## config.mk

```make
export PLATFORM = sky130hd
export DESIGN_NAME = serial_subtractor_flat
export DESIGN_NICKNAME = d
export VERILOG_FILES = /design/src/rtl/serial_subtractor_if.sv /design/src/rtl/serial_subtractor.sv /design/src/flat_wrapper.sv
export SDC_FILE = /design/constraint.sdc
export NUM_CORES = 1
export LEC_CHECK = 0
export BUFFER_PORTS_ARGS = -buffer_cell sky130_fd_sc_hd__buf_2
export CORE_ASPECT_RATIO = 1.4
export CORE_UTILIZATION = 29
export DETAILED_ROUTE_END_ITERATION = 16
export PLACE_DENSITY = 0.49
export SYNTH_ARGS = -nofsm -noshare
export SYNTH_HDL_FRONTEND = slang
export SYNTH_SLANG_ARGS = --single-unit
```

## constraint.sdc

```tcl
create_clock -name clk -period 1.3 [get_ports clk]
set_input_delay 0.39 -clock clk [delete_from_list [all_inputs] [get_ports clk]]
set_output_delay 0.39 -clock clk [all_outputs]
set_load 0.01 [all_outputs]
```

## src/rtl/serial_subtractor_if.sv

```systemverilog
// Start/busy/done handshake bundle for the bit-serial subtractor.
interface serial_subtractor_if #(
    parameter int WIDTH = 8
);
    logic             start;
    logic [WIDTH-1:0] a;
    logic [WIDTH-1:0] b;
    logic             bin;
    logic             busy;
    logic             done;
    logic [WIDTH-1:0] diff;
    logic             bout;
    logic             ovf;

    modport master (
        output start, a, b, bin,
        input  busy, done, diff, bout, ovf
    );

    modport slave (
        input  start, a, b, bin,
        output busy, done, diff, bout, ovf
    );
endinterface

```

## src/rtl/serial_subtractor.sv

```systemverilog
// Bit-serial subtractor: diff = a - b - bin, LSB first, one bit per clock.
// A full-subtractor cell in borrow form is reused across WIDTH cycles.
module serial_subtractor #(
    parameter int WIDTH = 8
) (
    input  logic                 clk,
    input  logic                 rst_n,
    serial_subtractor_if.slave   bus
);

    localparam int CNT_W = $clog2(WIDTH + 1);

    typedef enum logic [1:0] {
        IDLE = 2'd0,
        RUN  = 2'd1,
        DONE = 2'd2
    } state_t;

    state_t            state;
    state_t            state_nxt;

    logic [WIDTH-1:0]  sa;
    logic [WIDTH-1:0]  sb;
    logic [WIDTH-1:0]  sd;
    logic              br;
    logic [CNT_W-1:0]  cnt;
    logic              a_msb;
    logic              b_msb;

    logic              x;
    logic              y;
    logic              d;
    logic              bw;
    logic              last;
    logic              accept;
    logic [WIDTH-1:0]  sd_nxt;

    // One-bit borrow cell plus shift-in of the new difference bit at the MSB.
    always_comb begin
        x      = sa[0];
        y      = sb[0];
        d      = x ^ y ^ br;
        bw     = (~x & y) | (~x & br) | (y & br);
        sd_nxt = (sd >> 1) | (WIDTH'(d) << (WIDTH - 1));
        last   = (cnt == CNT_W'(WIDTH - 1));
        // start is only honoured when not busy, so operands cannot be corrupted mid-run
        accept = (state != RUN) && bus.start;
    end

    // State register.
    // NOTE: sequential state uses non-blocking assignments so every flop samples
    // pre-edge values; blocking here would create order-dependent simulation races.
    always_ff @(posedge clk or negedge rst_n) begin
        if (!rst_n) state <= IDLE;
        else        state <= state_nxt;
    end

    // Next-state logic; DONE accepts a new start directly for back-to-back use.
    // NOTE: the default assignment first keeps this block free of inferred latches.
    always_comb begin
        state_nxt = state;
        unique case (state)
            IDLE:    if (bus.start) state_nxt = RUN;
            RUN:     if (last)      state_nxt = DONE;
            DONE:    state_nxt = bus.start ? RUN : IDLE;
            default: state_nxt = IDLE;
        endcase
    end

    // Handshake outputs decoded straight from the state flops (no input paths).
    always_comb begin
        bus.busy = (state == RUN);
        bus.done = (state == DONE);
    end

    // Operand capture and per-bit shifting of the working registers.
    // NOTE: every register here is cleared by reset, including the shift registers,
    // so a reset mid-operation leaves no stale partial result behind.
    always_ff @(posedge clk or negedge rst_n) begin
        if (!rst_n) begin
            sa    <= '0;
            sb    <= '0;
            sd    <= '0;
            br    <= 1'b0;
            cnt   <= '0;
            a_msb <= 1'b0;
            b_msb <= 1'b0;
        end else if (accept) begin
            sa    <= bus.a;
            sb    <= bus.b;
            sd    <= '0;
            br    <= bus.bin;
            cnt   <= '0;
            a_msb <= bus.a[WIDTH-1];
            b_msb <= bus.b[WIDTH-1];
        end else if (state == RUN) begin
            sa    <= sa >> 1;
            sb    <= sb >> 1;
            sd    <= sd_nxt;
            br    <= bw;
            cnt   <= cnt + CNT_W'(1);
        end
    end

    // Result registers load only on the edge that processes the last bit and
    // otherwise hold the previous result through the next operation.
    always_ff @(posedge clk or negedge rst_n) begin
        if (!rst_n) begin
            bus.diff <= '0;
            bus.bout <= 1'b0;
            bus.ovf  <= 1'b0;
        end else if ((state == RUN) && last) begin
            bus.diff <= sd_nxt;
            bus.bout <= bw;
            // overflow only possible when operand signs differ and the result sign
            // departs from the minuend's
            bus.ovf  <= (a_msb ^ b_msb) & (sd_nxt[WIDTH-1] ^ a_msb);
        end
    end

endmodule

```

## src/flat_wrapper.sv

```systemverilog
// flat-port wrapper written by rule: the top's interface ports become plain ports
module serial_subtractor_flat 
#(
    parameter int WIDTH = 8
)
  (clk, rst_n, bus_start, bus_a, bus_b, bus_bin, bus_busy, bus_done, bus_diff, bus_bout, bus_ovf);
  serial_subtractor_if #(.WIDTH(WIDTH)) bus_i ();
  input  logic clk;
  input  logic rst_n;
  input wire logic [$bits(bus_i.start)-1:0] bus_start;
  input wire logic [$bits(bus_i.a)-1:0] bus_a;
  input wire logic [$bits(bus_i.b)-1:0] bus_b;
  input wire logic [$bits(bus_i.bin)-1:0] bus_bin;
  output wire logic [$bits(bus_i.busy)-1:0] bus_busy;
  output wire logic [$bits(bus_i.done)-1:0] bus_done;
  output wire logic [$bits(bus_i.diff)-1:0] bus_diff;
  output wire logic [$bits(bus_i.bout)-1:0] bus_bout;
  output wire logic [$bits(bus_i.ovf)-1:0] bus_ovf;
  assign bus_i.start = bus_start;
  assign bus_i.a = bus_a;
  assign bus_i.b = bus_b;
  assign bus_i.bin = bus_bin;
  assign bus_busy = bus_i.busy;
  assign bus_done = bus_i.done;
  assign bus_diff = bus_i.diff;
  assign bus_bout = bus_i.bout;
  assign bus_ovf = bus_i.ovf;
  serial_subtractor #(.WIDTH(WIDTH)) u_core (.clk(clk), .rst_n(rst_n), .bus(bus_i));
endmodule
```

Word-level counts from Yosys, hierarchy flattened

Index checks and enable logic that the tools add are counted.

Bits in writable memories: 0
Output and inout port bits: 12
Memories: 0
Word-level logic and storage cells: 49
Bits in registers: 43
Input port bits: 20
ROM bits: 0
Latch bits: 0

Reductions and logical operators: 5
Bitwise gates (word level): 12
Shifts and indexed selects: 0
Equality and inequality tests: 6
Magnitude comparators: 0
$mul: 0
Add/sub/neg operators: 1
Mux-type cells: 14
Divide/modulo/power cells: 0

Operator list:

| operator            | count |
|---|---|
| $mux 8              | 6 |
| $mux 4              | 2 |
| $or 7x8->8          | 1 |
| $pmux 2 s3          | 1 |
| $add 4x1->4 const B | 1 |
| $and 1x1->1         | 4 |
| $eq 4x3->1 const B  | 1 |
| $mux 2              | 2 |
| $ne 2x1->1 const B  | 2 |
| $xor 1x1->1         | 4 |
| $mux 1              | 3 |
| $eq 2x1->1 const B  | 1 |
| $eq 2x2->1 const B  | 1 |
| $logic_and 1x1->1   | 2 |
| $logic_not 2->1     | 1 |
| $ne 2x2->1 const B  | 1 |
| $or 1x1->1          | 2 |
| $reduce_and 2->1    | 1 |
| $reduce_bool 2->1   | 1 |
| $not 1->1           | 1 |

Depth between registers and ports, before layout

Gate-level depths: netlist of the first run.

Word-level depth: 6
Mapped depth: 6
Gate-level depth less buffers: 5

Least setup slack after synthesis of the first run

No wires, ideal clock.

Path kind: reg2reg
From: reg u_core.state[1]
To: reg u_core.bus.diff[1]
Path buffers: 2
Period minus slack after synthesis: 1.398 ns
Stages on the path, launching flop included: 6
Slack: -0.098 ns
Arrival: 1.273 ns
Library setup time: 0.125 ns
Data required time: 1.175 ns
Cells stage by stage: dfrtp_1 nand2b_1 buf_6 nor3_4 buf_6 mux2_2

Word-level cells in the longest chain between the ends: 2

RTL lines:

| element                | line                       | RTL |
|---|---|---|
| start, declared        | serial_subtractor.sv:19    | `state_t state;` |
| start signal, assigned | serial_subtractor.sv:55    | `else state <= state_nxt;` |
| $eq 2x1->1             | serial_subtractor.sv:112   | `end else if ((state == RUN) && last) begin` |
| $logic_and 1x1->1      | serial_subtractor.sv:112   |  |
| end signal, assigned   | serial_subtractor.sv:113   | `bus.diff <= sd_nxt;` |
| end, declared          | serial_subtractor_if.sv:22 | `output busy, done, diff, bout, ovf` |

No other way between the ends.
A chain may end at the register's enable or synchronous reset.

Worst setup path after layout of the first run

From: reg u_core.state[1]
To: out bus_busy

Word-level cells in the longest chain between the ends: 1

RTL lines:

| element       | line                    | RTL |
|---|---|---|
| $eq 2x1->1    | serial_subtractor.sv:72 | `bus.busy = (state == RUN);` |
| end, declared | flat_wrapper.sv:14      | `output wire logic [$bits(bus_i.busy)-1:0] bus_busy;` |

No other way between the ends.

==> impl_metrics.json, run 1 <==
{
  "nFillCells": 592,
  "coreArea_mm2": 0.005946,
  "antenna_found_initial": 0,
  "cp.arrival_ns": 1.07,
  "max_slew_margin_pct": 76.48,
  "first_global_vias": 1364,
  "start_util_pct": 30.72,
  "drive_above_1_share_pct": 38.25,
  "synth-seq-area-share_pct": 57.53,
  "worstReg2RegStart": "u_core.sa[0]",
  "cts_tree": "done",
  "clkSlewWorstSetupHoldPaths_ns": 0.08,
  "cts_buffer_depth": 2,
  "fin_crit_sh_pct": 112.2,
  "startpoint": "u_core.state[1]",
  "diodes": 0,
  "leakagePower_uw": 0.001225,
  "ant_nets": 0,
  "drt-initial-drc-count": 47,
  "final_area_mm2": 0.002494,
  "setup-violations-final": 11,
  "crit_type": "flip-flop to primary output",
  "syn_avg_cell_area_um2": 11.21,
  "grt.total_usage_pct": 12.11,
  "htreeDepth": 2,
  "die_y_um": 95.91,
  "synth_area_leaders": "dfrtp_1, mux2i_1, mux2_2",
  "violations": "negative setup slack",
  "row_count": 33,
  "die_w_um": 69.08,
  "port_buffers": 31,
  "gr-total-overflow": 0,
  "yosys_warnings": 0,
  "place.gp.congestion": 0.6554,
  "worstPathMaxFanout": 2,
  "max_freq_mhz": 685.8,
  "ctsHoldBuffers": 0,
  "setup_tns_ns": -1.265,
  "drc": 0,
  "routedWlPerCell_um": 13.24,
  "via_count": 1305,
  "insertion_delay_ns": 0.29,
  "cts_buffers": 5,
  "grt_max_degree": 43,
  "nNetsFinal": 238,
  "dieArea_mm2": 0.006625,
  "synth_top_area_share_pct": 57.53,
  "critPathLaunchType": "flip-flop",
  "area_growth_pct": 36.51,
  "power.total_uw": 5690,
  "met1_length_um": 1705,
  "yosysTopAreaCell": "dfrtp_1",
  "power.density_mw_per_mm2": 2282,
  "worstMarginPinSlew_ns": 0.3524,
  "cts_root_buffer": "clkbuf_8",
  "wirelength_um": 3799,
  "dp_hpwl_um": 2531,
  "routed-wl-met2_um": 1867,
  "synth-seq-cells": 42,
  "skew_ns": 0.008218,
  "syn_area_mm2": 0.001827,
  "grt_pass1_wl_um": 6196,
  "hold_viol_final": 0,
  "ys_types": 21,
  "setup_ws_ns": -0.1581,
  "ir_drop_mv": 1.039,
  "io_pins": 32,
  "critPathCaptureType": "primary output",
  "cts_sinks": 42,
  "synthCells": 163,
  "first_pass_iters": 4,
  "vias_per_cell": 4.547,
  "synth_fp_nets": 185,
  "cap_violations": 0,
  "place_area_mm2": 0.002222,
  "slew_violations": 0,
  "min_period_ns": 1.458,
  "top_layer": "met4",
  "hp-class": "input pin to asynchronous set/reset pin",
  "route.met3.wl_um": 159,
  "grt_setup_unrepaired": "yes",
  "worstPathRequired_ns": 0.91,
  "outcome": "finished with violations"
}
final timing paths:
check	endpoint	slack, ns	depth (start not counted)
max reg2reg	u_core.bus.ovf	-0.13	3
max in group asynchronous	u_core.state[0]	1.03	2
min reg2reg	u_core.sa[3]	0.48	2
max	bus_busy	-0.16	4
min	u_core.sb[5]	0.06	2
min in group clk	u_core.b_msb	0.35	2
registers in the layout, summed over array words and instances (netlist names):
| signal | cells |
|---|---|
| u_core.bus.diff | 8 |
| u_core.sa | 8 |
| u_core.sb | 8 |
| u_core.sd | 7 |
| u_core.cnt | 4 |
| u_core.state | 2 |
| u_core.a_msb | 1 |
| u_core.b_msb | 1 |
| u_core.br | 1 |
| u_core.bus.bout | 1 |
| u_core.bus.ovf | 1 |
cells in the mapped netlist:
library cell,number
nand3_1,3
clkbuf_1,2
o21ai_0,26
inv_1,4
a21oi_1,1
nand2_1,35
nor2_1,2
nand2b_1,2
dfrtp_1,42
ha_1,1
mux2_2,12
mux2i_1,18
o211a_1,1
nor3_4,1
buf_6,2
buf_2,6
xor2_1,1
nor2b_1,1
fa_1,1
o22ai_1,1
inv_2,1
kinds of logic (layout without fill, tap and decap cells):
family	count (synthesis)	in the layout	share of synthesized area (%)
AO/OA/AOI/OAI	29	29	8.287
XOR/XNOR	1	1	0.4795
adder cells (fa/ha/maj)	2	2	1.781
buffers and inverters	15	69	4.315
flip-flops	42	42	57.53
multiplexers	30	30	17.26
AND/OR/NAND/NOR	44	44	10.34
layer usage:
layer,vias to the layer above,GRT usage [%]
li1,653,-
met1,617,13.50
met2,28,21.68
met3,7,3.455
met4,0,5.102
met5,-,0
through the flow:
stage	instances	hold slack (ns)	utilization [%]	setup WS, ns
2_1_floorplan	163	0.09441	-	-0.09549
3_3_place_gp	271	0.3856	37.37	-0.1109
3_5_place_dp	271	0.3823	37.37	-0.1476
4_1_cts	282	0.05914	40.03	-0.1723
5_1_grt	287	0.06719	41.94	-0.2093
6_report	287	0.05635	41.94	-0.1581
report_power, final:
group          switching (µW)  leakage, µW  internal (µW)  total [µW]
Sequential                338     0.000525           1870        2210
Combinational            1130     0.000653           1480        2600
Clock                     447    0.0000472            427         874
critical path, cell delays in order (launching register included):
cell and delay [ns]:
dfrtp_1 0.38, nand2b_4 0.15, buf_8 0.13, clkinv_8 0.04
buf_6 0.08
area by class of cell:
cell class,count,area [µm²],share of cell area [%]
Clock inverter,2,12.51,0.5018
Multi-Input combinational cell,106,764.5,30.66
Timing Repair Buffer,56,464.2,18.62
Inverter,5,31.28,1.254
Clock buffer,6,82.58,3.312
Tap cell,70,87.58,3.512
Sequential cell,42,1051,42.15
what timing repair did:
action                     in CTS  in global routing
pin swaps                       1                  0
setup endpoints to repair      14                 19
buffers inserted                3                  5
resized for setup              10                 14
cloned                          0                  2
layout by cell type, fill, tap and decap left out, types with 4 or more instances in the layout:
master / n
buf_2: 30
clkbuf_8: 6
dfrtp_1: 42
buf_4: 14
o21ai_0: 23
inv_1: 4
nand2_1: 33
mux2_4: 12
mux2i_1: 18
buf_12: 4
Power figures use the tool's default switching activity.
==> run 2: changes to the inputs <==
--- a/config.mk
+++ b/config.mk
@@ -9,7 +9,8 @@
 export CORE_ASPECT_RATIO = 1.4
 export CORE_UTILIZATION = 29
 export DETAILED_ROUTE_END_ITERATION = 16
-export PLACE_DENSITY = 0.49
+export MAX_ROUTING_LAYER = met4
+export PLACE_DENSITY = 0.47
 export SYNTH_ARGS = -nofsm -noshare
 export SYNTH_HDL_FRONTEND = slang
 export SYNTH_SLANG_ARGS = --single-unit
==> constraint.sdc (replaced) <==
create_clock -name clk -period 1.4 [get_ports clk]
set_input_delay 0.42 -clock clk [delete_from_list [all_inputs] [get_ports clk]]
set_output_delay 0.42 -clock clk [all_outputs]
set_load 0.01 [all_outputs]
==> impl_metrics.json, run 2 (synthesis gave the netlist of run 1 again) <==
{
  "multi_input_comb_area_um2": 739.5,
  "die_w_um": 69.08,
  "slew_violations": 0,
  "max_slew_margin_pct": 77.61,
  "coreArea_mm2": 0.005946,
  "mostFrequentLayoutCells": "dfrtp_1, nand2_1, buf_2",
  "reg_top3": "u_core.bus.diff x8, u_core.sa x8, u_core.sb x8",
  "setup_tns_ns": -0.6514,
  "worstPathMaxFanout": 2,
  "dp.cells": 264,
  "cts_tree": "done",
  "ff_latch_area_mm2": 0.001051,
  "power.density_mw_per_mm2": 2094,
  "first_global_vias": 1382,
  "htreeDepth": 2,
  "worstMarginPinSlew_ns": 0.3354,
  "insertion_delay_ns": 0.30,
  "gr-total-overflow": 0,
  "nFillCells": 611,
  "via_count": 1304,
  "cts_buffer_depth": 2,
  "drc": 0,
  "cap_violations": 0,
  "fin_crit_sh_pct": 107.3,
  "cts_root_buffer": "clkbuf_8",
  "crit_type": "flip-flop to primary output",
  "dieArea_mm2": 0.006625,
  "port_buffers": 31,
  "grt_max_degree": 50,
  "drive_above_1_share_pct": 34.30,
  "die_y_um": 95.91,
  "diodes": 0,
  "dp_hpwl_um": 2392,
  "violations": "negative setup slack",
  "vias_per_cell": 4.708,
  "min_period_ns": 1.502,
  "final_common_cell": "dfrtp_1",
  "grt_setup_unrepaired": "yes",
  "setup_ws_ns": -0.1022,
  "critPathLaunchType": "flip-flop",
  "outcome": "finished with violations",
  "row_count": 33,
  "nNetsFinal": 228,
  "hold_viol_final": 0,
  "grt.total_usage_pct": 12.45,
  "dp_slack_ns": -0.04370,
  "stdcell_count": 277,
  "start_util_pct": 30.72,
  "drt-initial-drc-count": 58,
  "setup-violations-final": 11,
  "worstPathRequired_ns": 0.98,
  "skew_ns": 0.009098,
  "first_pass_iters": 4,
  "grt_pass1_wl_um": 6272,
  "critPathCaptureType": "primary output",
  "cts_buffers": 5,
  "wirelength_um": 3812,
  "area_growth_pct": 28.56,
  "io_pins": 32,
  "ctsHoldBuffers": 0,
  "cp.arrival_ns": 1.08,
  "routedWlPerCell_um": 13.76,
  "clkSlewWorstSetupHoldPaths_ns": 0.09,
  "leakagePower_uw": 0.001135,
  "ir_drop_mv": 0.7149,
  "hp-class": "input pin to asynchronous set/reset pin",
  "ant_nets": 0,
  "place.gp.congestion": 0.7309,
  "cts_sinks": 42,
  "max_freq_mhz": 665.7,
  "antenna_found_initial": 0
}
==> run 2: per-layer routing <==
metal	up-vias	global-route usage (%)	part of all wire, %
met5	-	-	0
met2	24	21.04	52
met4	0	6.463	1.9
li1	632	-	-
met1	643	14.05	43
met3	5	2.513	3.4
==> run 2: path summary, 6_finish.rpt <==
path,start,end,slack [ns],cells after the start
max,u_core.state[1],bus_busy,-0.10,4
min,rst_n,u_core.bus.diff[7],0.08,2
max reg2reg,u_core.state[1],u_core.bus.ovf,-0.10,5
min reg2reg,u_core.sa[7],u_core.sa[6],0.49,2
max in group asynchronous,rst_n,u_core.state[0],1.12,2
min in group clk,bus_b[7],u_core.b_msb,0.37,2
==> run 2: layout make-up <==
type / instances / share of cell area [%]
Tap cell: 70 / 3.729
Timing Repair Buffer: 46 / 15.02
Clock buffer: 5 / 2.930
Inverter: 5 / 1.012
Sequential cell: 42 / 44.75
Clock inverter: 3 / 1.066
Multi-Input combinational cell: 106 / 31.49
==> run 2: where the power goes <==
group          switching, µW  internal (µW)
Sequential               339           1740
Combinational            955           1070
Clock                    457            360
Total                   1750           3170
==> run 2: worst max-delay path, stage by stage, from the launching register on <==
cell and delay (ns):
dfrtp_1 0.38, nand2b_4 0.15, buf_8 0.12, inv_6 0.04, buf_6 0.09
==> run 2: through the flow <==
step           total power (µW)  hold WS [ns]  area, µm²  util (%)
4_1_cts                    4847       0.08295       2315     38.93
2_1_floorplan              3132        0.1244       1827         -
3_5_place_dp               3770        0.4143       2135     35.90
5_1_grt                    5320       0.08769       2349     39.50
6_report                   4919       0.07593       2349     39.50
3_3_place_gp               3685        0.4047       2135     35.90
==> run 2: what timing repair did <==
item,4_1_cts,5_1_grt
buffers inserted,4,0
gates resized for setup,14,3
gates cloned,0,1
setup endpoints to repair,10,13
